===== config.mk =====
export PLATFORM = sky130hd
export DESIGN_NAME = inst_fetch
export DESIGN_NICKNAME = d
export VERILOG_FILES = /design/src/rtl/inst_fetch.sv
export SDC_FILE = /design/constraint.sdc
export NUM_CORES = 1
export LEC_CHECK = 0
export ABC_AREA = 1
export CORE_UTILIZATION = 51
export CTS_CLUSTER_SIZE = 8
export DETAILED_ROUTE_END_ITERATION = 6
export GPL_TIMING_DRIVEN = 0
export PLACE_DENSITY = 0.74
export RECOVER_POWER = 25
export SETUP_SLACK_MARGIN = 0.1
export SLEW_MARGIN = 20
export SYNTH_ARGS = -nofsm -noshare
export SYNTH_HDL_FRONTEND = slang
export SYNTH_SLANG_ARGS = --single-unit
export TNS_END_PERCENT = 5

===== constraint.sdc =====
create_clock -name iClk -period 4.55 [get_ports iClk]
set_input_delay 0.91 -clock iClk [delete_from_list [all_inputs] [get_ports iClk]]
set_output_delay 0.91 -clock iClk [all_outputs]
set_load 0.01 [all_outputs]

===== src/rtl/inst_fetch.sv =====
// Instruction fetch stage: in-order request/grant fetch under a credit limit,
// prefetch FIFO toward the decoder, and branch redirect with stale-response discard.
module inst_fetch #(
  parameter logic [31:0] cResetPc   = 32'h0000_0000,
  parameter int          cFifoDepth = 4
) (
  input  logic        iClk,
  input  logic        iRst,
  input  logic        iBranchTaken,
  input  logic [31:0] iBranchAddr,
  input  logic        iStall,
  output logic        oMemReq,
  output logic [31:0] oMemAddr,
  input  logic        iMemGnt,
  input  logic        iMemValid,
  input  logic [31:0] iMemData,
  output logic        oInstDv,
  output logic [31:0] oInst,
  output logic [31:0] oPc
);

  localparam int CNT_W = $clog2(cFifoDepth + 1);
  localparam int PTR_W = $clog2(cFifoDepth);
  localparam logic [CNT_W+1:0] DEPTH_C = (CNT_W+2)'(cFifoDepth);

  logic [31:0]      fetch_pc_q, fetch_pc_d;
  logic [31:0]      resp_pc_q, resp_pc_d;
  logic [CNT_W-1:0] fifo_cnt_q, fifo_cnt_d;
  logic [CNT_W-1:0] outstanding_q, outstanding_d;
  logic [CNT_W-1:0] discard_q, discard_d;
  logic [PTR_W-1:0] rd_ptr_q, rd_ptr_d;
  logic [PTR_W-1:0] wr_ptr_q, wr_ptr_d;
  logic [31:0]      inst_buf_q [0:cFifoDepth-1];
  logic [31:0]      inst_buf_d [0:cFifoDepth-1];
  logic [31:0]      pc_buf_q   [0:cFifoDepth-1];
  logic [31:0]      pc_buf_d   [0:cFifoDepth-1];

  logic [CNT_W+1:0] in_use;
  logic [31:0]      target;
  logic             fifo_empty;
  logic             gnt;
  logic             push;
  logic             pop;

  // Every buffered, in-flight or stale word holds one credit, so a push never finds the FIFO full
  assign in_use     = {2'b00, fifo_cnt_q} + {2'b00, outstanding_q} + {2'b00, discard_q};
  assign oMemReq    = ~iRst & (in_use < DEPTH_C);
  assign oMemAddr   = fetch_pc_q;
  assign gnt        = oMemReq & iMemGnt;
  assign target     = iBranchAddr & 32'hFFFF_FFFC;
  assign fifo_empty = (fifo_cnt_q == '0);
  assign push       = iMemValid & (discard_q == '0);
  assign pop        = oInstDv & ~iStall;

  assign oInstDv = ~fifo_empty;
  assign oInst   = fifo_empty ? 32'h0 : inst_buf_q[rd_ptr_q];
  assign oPc     = fifo_empty ? 32'h0 : pc_buf_q[rd_ptr_q];

  always_comb begin
    fetch_pc_d    = fetch_pc_q;
    resp_pc_d     = resp_pc_q;
    fifo_cnt_d    = fifo_cnt_q;
    outstanding_d = outstanding_q;
    discard_d     = discard_q;
    rd_ptr_d      = rd_ptr_q;
    wr_ptr_d      = wr_ptr_q;
    inst_buf_d    = inst_buf_q;
    pc_buf_d      = pc_buf_q;

    if (iBranchTaken) begin
      // Everything in flight, plus this cycle's grant, becomes stale; this cycle's response is dropped
      fetch_pc_d    = target;
      resp_pc_d     = target;
      fifo_cnt_d    = '0;
      rd_ptr_d      = '0;
      wr_ptr_d      = '0;
      outstanding_d = '0;
      discard_d     = discard_q + outstanding_q + CNT_W'(gnt) - CNT_W'(iMemValid);
    end else begin
      if (gnt) begin
        fetch_pc_d = fetch_pc_q + 32'd4;
      end
      if (push) begin
        inst_buf_d[wr_ptr_q] = iMemData;
        pc_buf_d[wr_ptr_q]   = resp_pc_q;
        wr_ptr_d             = wr_ptr_q + PTR_W'(1);
        resp_pc_d            = resp_pc_q + 32'd4;
      end
      if (iMemValid && (discard_q != '0)) begin
        discard_d = discard_q - CNT_W'(1);
      end
      if (pop) begin
        rd_ptr_d = rd_ptr_q + PTR_W'(1);
      end
      outstanding_d = outstanding_q + CNT_W'(gnt) - CNT_W'(push);
      fifo_cnt_d    = fifo_cnt_q + CNT_W'(push) - CNT_W'(pop);
    end
  end

  always_ff @(posedge iClk) begin
    if (iRst) begin
      fetch_pc_q    <= cResetPc;
      resp_pc_q     <= cResetPc;
      fifo_cnt_q    <= '0;
      outstanding_q <= '0;
      discard_q     <= '0;
      rd_ptr_q      <= '0;
      wr_ptr_q      <= '0;
      for (int i = 0; i < cFifoDepth; i++) begin
        inst_buf_q[i] <= 32'h0;
        pc_buf_q[i]   <= 32'h0;
      end
    end else begin
      fetch_pc_q    <= fetch_pc_d;
      resp_pc_q     <= resp_pc_d;
      fifo_cnt_q    <= fifo_cnt_d;
      outstanding_q <= outstanding_d;
      discard_q     <= discard_d;
      rd_ptr_q      <= rd_ptr_d;
      wr_ptr_q      <= wr_ptr_d;
      inst_buf_q    <= inst_buf_d;
      pc_buf_q      <= pc_buf_d;
    end
  end

endmodule


==> results of run 1 <==
-- metrics by stage --
| step | power (mW) | area, µm² | hold slack [ns] |
|---|---|---|---|
| 6_report | 7.26 | 19300 | 0.450 |
| 5_1_grt | 7.51 | 19300 | 0.461 |
| 4_1_cts | 7.25 | 19400 | 0.450 |
| 3_5_place_dp | 4.28 | 18200 | 0.443 |
| 3_3_place_gp | 4.26 | 18200 | 0.437 |
| 2_1_floorplan | 3.80 | 16100 | 0.429 |
-- sequential cells by signal, summed over array words and instances (netlist names) --
name           cells
inst_buf_q       128
pc_buf_q         120
oMemAddr          30
resp_pc_q         30
discard_q          3
fifo_cnt_q         3
outstanding_q      3
rd_ptr_q           2
wr_ptr_q           2
-- layout make-up --
type,instances,area (µm²)
fillers,2916,11500
plain buffers,183,818
repair buffers,159,1590
well taps,396,495
clock inverters,3,43.8
clock buffers,48,1160
flip-flops and latches,321,6430
inverters,245,922
multi-input cells,1608,7850
-- cell usage in the layout (no fill, tap or decap), types with 46 or more instances in the layout --
cell type / count
clkdlybuf4s50_1: 158
a21oi_1: 472
dfxtp_1: 321
nor2_1: 131
nand2_1: 426
o21ai_0: 279
clkbuf_1: 112
inv_1: 237
nand3_1: 177
clkbuf_16: 46
-- how the worst min path moves through the flow --
stage | start | end | slack [ns] | cells after the start
after floorplan | inst_buf_q[63] | inst_buf_q[63] | 0.43 | 2
after global placement | inst_buf_q[63] | inst_buf_q[63] | 0.44 | 2
after detailed placement | pc_buf_q[74] | pc_buf_q[74] | 0.44 | 2
after CTS | pc_buf_q[74] | pc_buf_q[74] | 0.45 | 2
after global routing | pc_buf_q[41] | pc_buf_q[41] | 0.46 | 2
final | inst_buf_q[48] | inst_buf_q[48] | 0.45 | 2
-- metal layers --
layer | GRT usage | vias to the layer above
met5 | 0 | -
met4 | 0.149 | 0
met3 | 0.0496 | 156
met2 | 0.568 | 903
met1 | 0.424 | 7902
li1 | - | 8126
-- worst register-to-register path, delay by kind of cell, from the launching register on --
| family | cells | cell delay (ns) |
|---|---|---|
| buffers and inverters | 4 | 0.48 |
| AOI/OAI and AO/OA | 4 | 0.42 |
| adders and majority gates | 4 | 1.81 |
| DFF | 1 | 0.43 |
| xor gates and xnor gates | 2 | 0.28 |
| and+or+nand+nor | 2 | 0.21 |
-- kinds of logic (layout without fill, tap and decap cells) --
group	count (synthesis)	in the layout	share of synthesized area
buffers and inverters	428	638	0.111
AO/OA/AOI/OAI	774	774	0.244
other	1	4	0.000233
adder cells (fa/ha/maj)	23	23	0.0212
XOR/XNOR	27	27	0.0147
flip-flops	321	321	0.400
AND/OR/NAND/NOR	780	780	0.209
-- report_power, final --
group	internal [mW]	switching, mW	total, mW
clock network	1.78	1.22	3.01
registers	2.93	0.105	3.03
logic	0.411	0.806	1.22
total	5.12	2.13	7.26
==> run metrics, run 1 <==
die height=between 150 and 200 µm; Root Driver=clkbuf_16; reg2reg setup slack=approximately 0.76 ns; drt pass-1 iters=7; HPWL after DPL=40.0 mm; Levels on crit path=10; Worst setup SP type=register; total grt overflow=0; Post-CTS Resized=0; Std-Cell Rows=64; die footprint=~32000 µm²; wire length on met1=between 20 and 25 mm; LEAKAGE=~6.5 nW; Worst-Margin Slew=roughly 1 ns; DR top layer=met4; Final nets=approximately 2700; failing checks=design-rule violations; Syn Std Cell Area=around 16000 µm²; Iter 0 DRT Violations=1942; core area=between 30000 and 40000 µm²; Async SR Flop Fraction=0; # diodes=0; Synth area leader=dfxtp_1; number of global-route vias before repair=approximately 16000; CTS Buffer Depth=3; antenna violations before repair=0; CP top delay family=adder cells; CP max FO=4; final core occ=0.626; Rel. slew slack=0.340; crit path capture=oMemReq; fin cells=around 3000; most used flip-flop cell after synthesis=dfxtp_1; top cell type's share of synthesized area=0.400; VDD IR max=308 µV; first-pass GRT wire length=roughly 86 mm; r2r endpoint=discard_q[2]; TritonCTS Sinks=between 300 and 400; Final Worst Setup Slack=roughly 0.51 ns; list of most frequent post-synthesis cells=a21oi_1, nand2_1, dfxtp_1; # DRC=24; largest net degree at the start of global routing=13; final WL=55.3 mm; insertion delay to the later sink of the worst-skew pair=about 0.54 ns; fraction of layout cells with a size suffix above 1=0.0600; outcome=complete, but fails checks; Via density=between 5 and 6; vias=between 15000 and 20000; TritonCTS buffer count=46; Seq cells post-synth=321; Post-CTS Setup Inserts=0; power per cell area=~380 nW/µm²; met2 WL=between 20 and 30 mm; final period utilization=0.888; WP data required=3.64 ns; Worst Hold Class=reg2reg; gpl congestion=~1; num ports=between 150 and 200; setup TNS=0 ns; buffer and inverter count on the worst path=4; Worst-path clk slew=0.05 ns; final hold vios=0; total of max-cap violations=0; CTS Hold Bufs=0; Critical Path, Cell by Cell=inv_1 -> fa_1 -> a21oi_1 -> fa_1 -> nor2_1 -> o21ai_1 -> inv_2 -> nand2_1 -> inv_1 -> clkdlybuf4s50_1; Yosys warnings=0; Crit. End Element=output pin; Setup-failing EPs final=0; routed length per instance=around 19 µm; R2R depth=16; Final min period=a little over 4 ns; unrepaired setup endpoints after global routing=false; met3 WL post-DR=a little over 5 mm; Slowest-stage cell, CP=clkdlybuf4s50_1; TritonCTS clock tree=built; Slew Limit Fails=0; Die Wd=around 180 µm; Synth-to-Final Area Change=20.2%; Data arrival, critical path=about 3.1 ns; slowest stage delay, CP=approximately 0.53 ns; Clock Skew=between 0.01 and 0.015 ns; Syn Inst Count=~2400; most frequent cell after synthesis=a21oi_1; top cells by area, synth=dfxtp_1, a21oi_1, nand2_1; Max Freq=roughly 250 MHz; CP Launch Point=fifo_cnt_q[1]; ANT nets after route=0; WS Path Type=reg2out; RR Startpoint=fifo_cnt_q[1]; Placed Cells=roughly 2900; Total GRT Usage=0.335; sequential-to-total area share from yosys stat=0.400; CTS H-tree depth=2; Post-synth EDFFs=0; PortBufs=159; post-synth cell types=38; starting density of the core=0.521; syn avg cell area=a little under 7 µm²; Place WS=roughly 0.77 ns
No activity file was read; power rests on OpenSTA's default activity.
==> run 2, diff against run 1 <==
- GPL_ROUTABILITY_DRIVEN: default -> 0
- PLACE_DENSITY: 0.74 -> 0.77
- clock period: 4.55 -> 3.7 ns (I/O delays scaled with it)
==> run metrics, run 2 (synthesized netlist as in run 1, its figures left out) <==
Clock Skew=roughly 0.013 ns; Hold Path End=inst_buf_q[84]; CTS Hold Bufs=0; num ports=about 170; die height=179 µm; Final Power=9.09 mW; Worst setup SP type=register; number of global-route vias before repair=approximately 16000; Biggest register=inst_buf_q; RR Startpoint=fifo_cnt_q[2]; core area=between 30000 and 40000 µm²; hold path depth=2; Final min period=~3.6 ns; # DRC=28; final hold vios=0; Via density=5.83; Slew Limit Fails=0; final WL=approximately 54 mm; first-pass GRT wire length=84.7 mm; TritonCTS clock tree=built; starting density of the core=0.521; Worst Hold Class=reg2reg; LEAKAGE=between 6 and 7 nW; Largest register FFs=128; total grt overflow=0; Worst-Margin Slew=roughly 0.85 ns; commonest non-fill, non-tap cell in the layout=a21oi_1; vias=17300; Root Driver=clkbuf_16; total of max-cap violations=0; insertion delay to the later sink of the worst-skew pair=between 0.5 and 0.6 ns; drt pass-1 iters=7; PortBufs=approximately 160; HP Start=inst_buf_q[84]; antenna violations before repair=0; reg2reg setup slack=about 0.12 ns; fraction of layout cells with a size suffix above 1=0.0773; Worst-path clk slew=roughly 0.05 ns; final period utilization=0.968; die footprint=roughly 32000 µm²; Crit. End Element=register; VDD IR max=approximately 350 µV; routed length per instance=around 18 µm; CTS H-tree depth=2; WS Path Type=reg2reg; most frequent cells in the layout=a21oi_1, nand2_1, dfxtp_1; # diodes=0; Rel. slew slack=0.430; HPWL after DPL=about 39 mm; Fillers=2761; TritonCTS Sinks=321; ANT nets after route=0; Iter 0 DRT Violations=1796; Die Wd=about 180 µm; Total GRT Usage=0.326; TritonCTS buffer count=between 40 and 50; Final nets=about 2700; Setup-failing EPs final=0; Data arrival, critical path=about 4 ns; Max Freq=around 280 MHz; r2r endpoint=discard_q[2]; failing checks=design-rule violations; R2R depth=16; CTS Buffer Depth=3; final core occ=0.633; outcome=complete, but fails checks; unrepaired setup endpoints after global routing=true; CP max FO=10; Std-Cell Rows=between 60 and 70; Synth-to-Final Area Change=21.6%; power per cell area=~470 nW/µm²; Top Registers=inst_buf_q x128, pc_buf_q x120; largest net degree at the start of global routing=13; WP data required=approximately 4.1 ns
## run 2: cell count changes in the layout (fill, tap and decap cells not counted), sizes merged
cell           change
bufinv             +1
dlygate4sd2        +1
buf               +22
clkinv             -1
dlymetal6s2s       +4
clkdlybuf4s50      -4
clkbuf            -16
dlygate4sd3        -1
## run 2: what timing repair did
action	CTS	global route
pin swaps	0	3
buffers inserted	1	4
gates resized for setup	12	19
endpoints found under the setup margin	39	66
## run 2: layer usage
metal,wire [µm],vias up,track usage
li1,-,8131,-
met1,21000,7997,0.411
met2,25100,1023,0.538
met3,5880,173,0.0612
met4,2120,0,0.156
met5,0,-,0
## run 2: layout make-up
class | count | area (µm²) | area share
Multi-Input combinational cell | 1608 | 7900 | 0.405
Sequential cell | 321 | 6440 | 0.330
Timing Repair Buffer | 164 | 1640 | 0.0839
Clock buffer | 49 | 1190 | 0.0611
Inverter | 245 | 926 | 0.0474
Buffer | 183 | 881 | 0.0451
Tap cell | 396 | 495 | 0.0254
Clock inverter | 3 | 58.8 | 0.00301
## run 2: worst max path at each step
stage / start / endpoint / cells after the start
finish: fifo_cnt_q[2] / discard_q[2] / 16
global route: fifo_cnt_q[2] / discard_q[2] / 16
CTS: rd_ptr_q[0] / oPc[12] / 8
detailed placement: fifo_cnt_q[1] / discard_q[2] / 16
global placement: fifo_cnt_q[1] / discard_q[2] / 16
floorplan: fifo_cnt_q[1] / discard_q[2] / 16
## run 2: report_power, final
group	internal (mW)	switching [mW]
clock network	2.32	1.49
logic	0.536	1.01
registers	3.60	0.131
total	6.46	2.63
## run 2: metrics by stage
step | cells | setup TNS [ns] | hold WS (ns) | setup slack, ns | area, µm²
after CTS | 2965 | -0.181 | 0.451 | -0.0449 | 19400
after global placement | 2912 | 0 | 0.437 | 0.0281 | 18200
after detailed placement | 2912 | -0.128 | 0.444 | -0.104 | 18200
after floorplan | 2357 | 0 | 0.429 | 0.263 | 16100
after global routing | 2969 | -0.0768 | 0.463 | -0.0472 | 19500
final | 2969 | 0 | 0.450 | 0.120 | 19500
## run 2: worst max-delay path, cell delays in order (launching register included)
cell and delay, ns:
dfxtp_4 0.37, inv_1 0.06, fa_1 0.54, inv_1 0.07, fa_1 0.53, nor2_1 0.04, o21ai_1 0.10, inv_2 0.08
nand3_4 0.17, buf_8 0.16, inv_1 0.06, fa_1 0.39, fa_2 0.35, xnor2_1 0.14, xor2_1 0.15, o21ai_1 0.14
a21oi_1 0.09
==> run 3, diff against run 2 <==
- SKIP_CTS_REPAIR_TIMING: default -> 1
==> run metrics, run 3 (synthesized netlist as in run 1, its figures left out) <==
antenna violations before repair=0; WP data required=between 4 and 5 ns; Final Power=9.09 mW; HPWL after DPL=between 30 and 40 mm; vias=approximately 17000; Clock Skew=about 0.014 ns; CP max FO=10; routed length per instance=18.2 µm; final hold vios=0; insertion delay to the later sink of the worst-skew pair=roughly 0.54 ns; most frequent cells in the layout=a21oi_1, nand2_1, dfxtp_1; commonest non-fill, non-tap cell in the layout=a21oi_1; Die Wd=around 180 µm; Placement Cell Area=between 15000 and 20000 µm²; design area=19500 µm²; Synth-to-Final Area Change=21.5%; number of global-route vias before repair=approximately 16000; Cell Int Power=6.46 mW; hold path depth=2; total of max-cap violations=0; Worst-path clk slew=about 0.050 ns; final core occ=0.633; Worst Hold Class=reg2reg; unrepaired setup endpoints after global routing=true; drt pass-1 iters=7; failing checks=design-rule violations; first-pass GRT wire length=84.7 mm; Crit. End Element=register; final WL=~54 mm; clock network power share=0.419; Slowest-stage cell, CP=fa_1; starting density of the core=0.521; CTS Buffer Depth=3; Iter 0 DRT Violations=around 1700; core area=just over 30000 µm²; VDD IR max=roughly 350 µV; Top Registers=inst_buf_q x128, pc_buf_q x120; Final Hold Slack=0.451 ns; TritonCTS buffer count=46; outcome=complete, but fails checks; Final min period=around 3.7 ns; PortBufs=about 160; Setup-failing EPs final=0; final period utilization=0.990; LEAKAGE=about 6.7 nW; # diodes=0; power per cell area=466 nW/µm²; Root Driver=clkbuf_16; Final nets=~2700; num ports=168; Largest register FFs=~130; Critical Path, Cell by Cell=inv_1 -> fa_1 -> inv_2 -> fa_1 -> nor2_1 -> o21ai_1 -> inv_2 -> nand3_4 -> buf_8 -> inv_1 -> fa_1 -> fa_1 -> xnor2_1 -> xor2_1 -> o21ai_1 -> a21oi_1; Worst setup SP type=register; Max Freq=about 270 MHz; sequential power share=0.411; slowest stage delay, CP=between 0.5 and 0.6 ns; WS Path Type=reg2reg; ANT nets after route=0; Placed Cells=2912; Comb pwr share=0.171; Total GRT Usage=0.326; most frequent CP cell=fa_1; TritonCTS Sinks=roughly 320; # DRC=30; Data arrival, critical path=roughly 4.1 ns; Rel. slew slack=0.419; fraction of layout cells with a size suffix above 1=0.0770; CTS H-tree depth=2; fin cells=2969; Sw Ratio=0.289; TritonCTS clock tree=built; die footprint=32200 µm²; Via density=5.83; total grt overflow=0; Biggest register=inst_buf_q; R2R depth=16; Sw Pwr=2.63 mW; largest net degree at the start of global routing=13; die height=179 µm; Worst-Margin Slew=about 0.87 ns; Slew Limit Fails=0; Std-Cell Rows=64
run 3: cell count changes in the layout (fill, tap and decap cells not counted), moves of 2 or more:
| cell | previous run | this run |
|---|---|---|
| a211oi_1 | 2 | 0 |
| a211oi_2 | 0 | 2 |
| a21oi_1 | 464 | 467 |
| a21oi_2 | 9 | 6 |
| clkdlybuf4s50_1 | 154 | 156 |
| dfxtp_2 | 2 | 4 |
run 3: power groups by stage:
stage	clock, mW	sequential [mW]	combinational (mW)
after global placement	0	3.79	1.43
after global routing	3.97	3.74	1.69
after detailed placement	0	3.79	1.47
after CTS	3.82	3.72	1.49
final	3.81	3.73	1.55
after floorplan	0	3.76	0.913
run 3: cell type report:
| class | instances | area (µm²) |
|---|---|---|
| Clock inverter | 3 | 58.8 |
| Tap cell | 396 | 495 |
| Timing Repair Buffer | 164 | 1640 |
| Sequential cell | 321 | 6430 |
| Buffer | 183 | 880 |
| Clock buffer | 49 | 1190 |
| Fill cell | 2761 | 11300 |
| Inverter | 245 | 926 |
| Multi-Input combinational cell | 1608 | 7900 |
run 3: metrics by stage:
| stage | setup slack, ns | setup TNS [ns] |
|---|---|---|
| floorplan | 0.263 | 0 |
| finish | 0.0386 | 0 |
| global placement | 0.0281 | 0 |
| detailed placement | -0.104 | -0.128 |
| global route | -0.115 | -0.144 |
| CTS | -0.232 | -0.739 |
run 3: path summary, 6_finish.rpt:
| path | startpoint | end | slack [ns] |
|---|---|---|---|
| max reg2reg | fifo_cnt_q[2] | discard_q[2] | 0.04 |
| min reg2reg | inst_buf_q[84] | inst_buf_q[84] | 0.45 |
| max | fifo_cnt_q[2] | discard_q[2] | 0.04 |
| min | inst_buf_q[84] | inst_buf_q[84] | 0.45 |
run 3: worst max-delay path: cells and delay by family (launching register included):
family / cells / cell delay (ns)
and+or+nand+nor: 2 / 0.21
xor gates and xnor gates: 2 / 0.28
DFF: 1 / 0.37
buffers and inverters: 5 / 0.44
AOI/OAI and AO/OA: 3 / 0.33
adders and majority gates: 4 / 1.86
run 3: layer usage:
layer,GRT usage,up-vias,part of all wire
met5,0,-,0
met2,0.538,994,0.46
met4,0.151,0,0.040
met1,0.413,8002,0.39
met3,0.0598,168,0.11
li1,-,8138,-
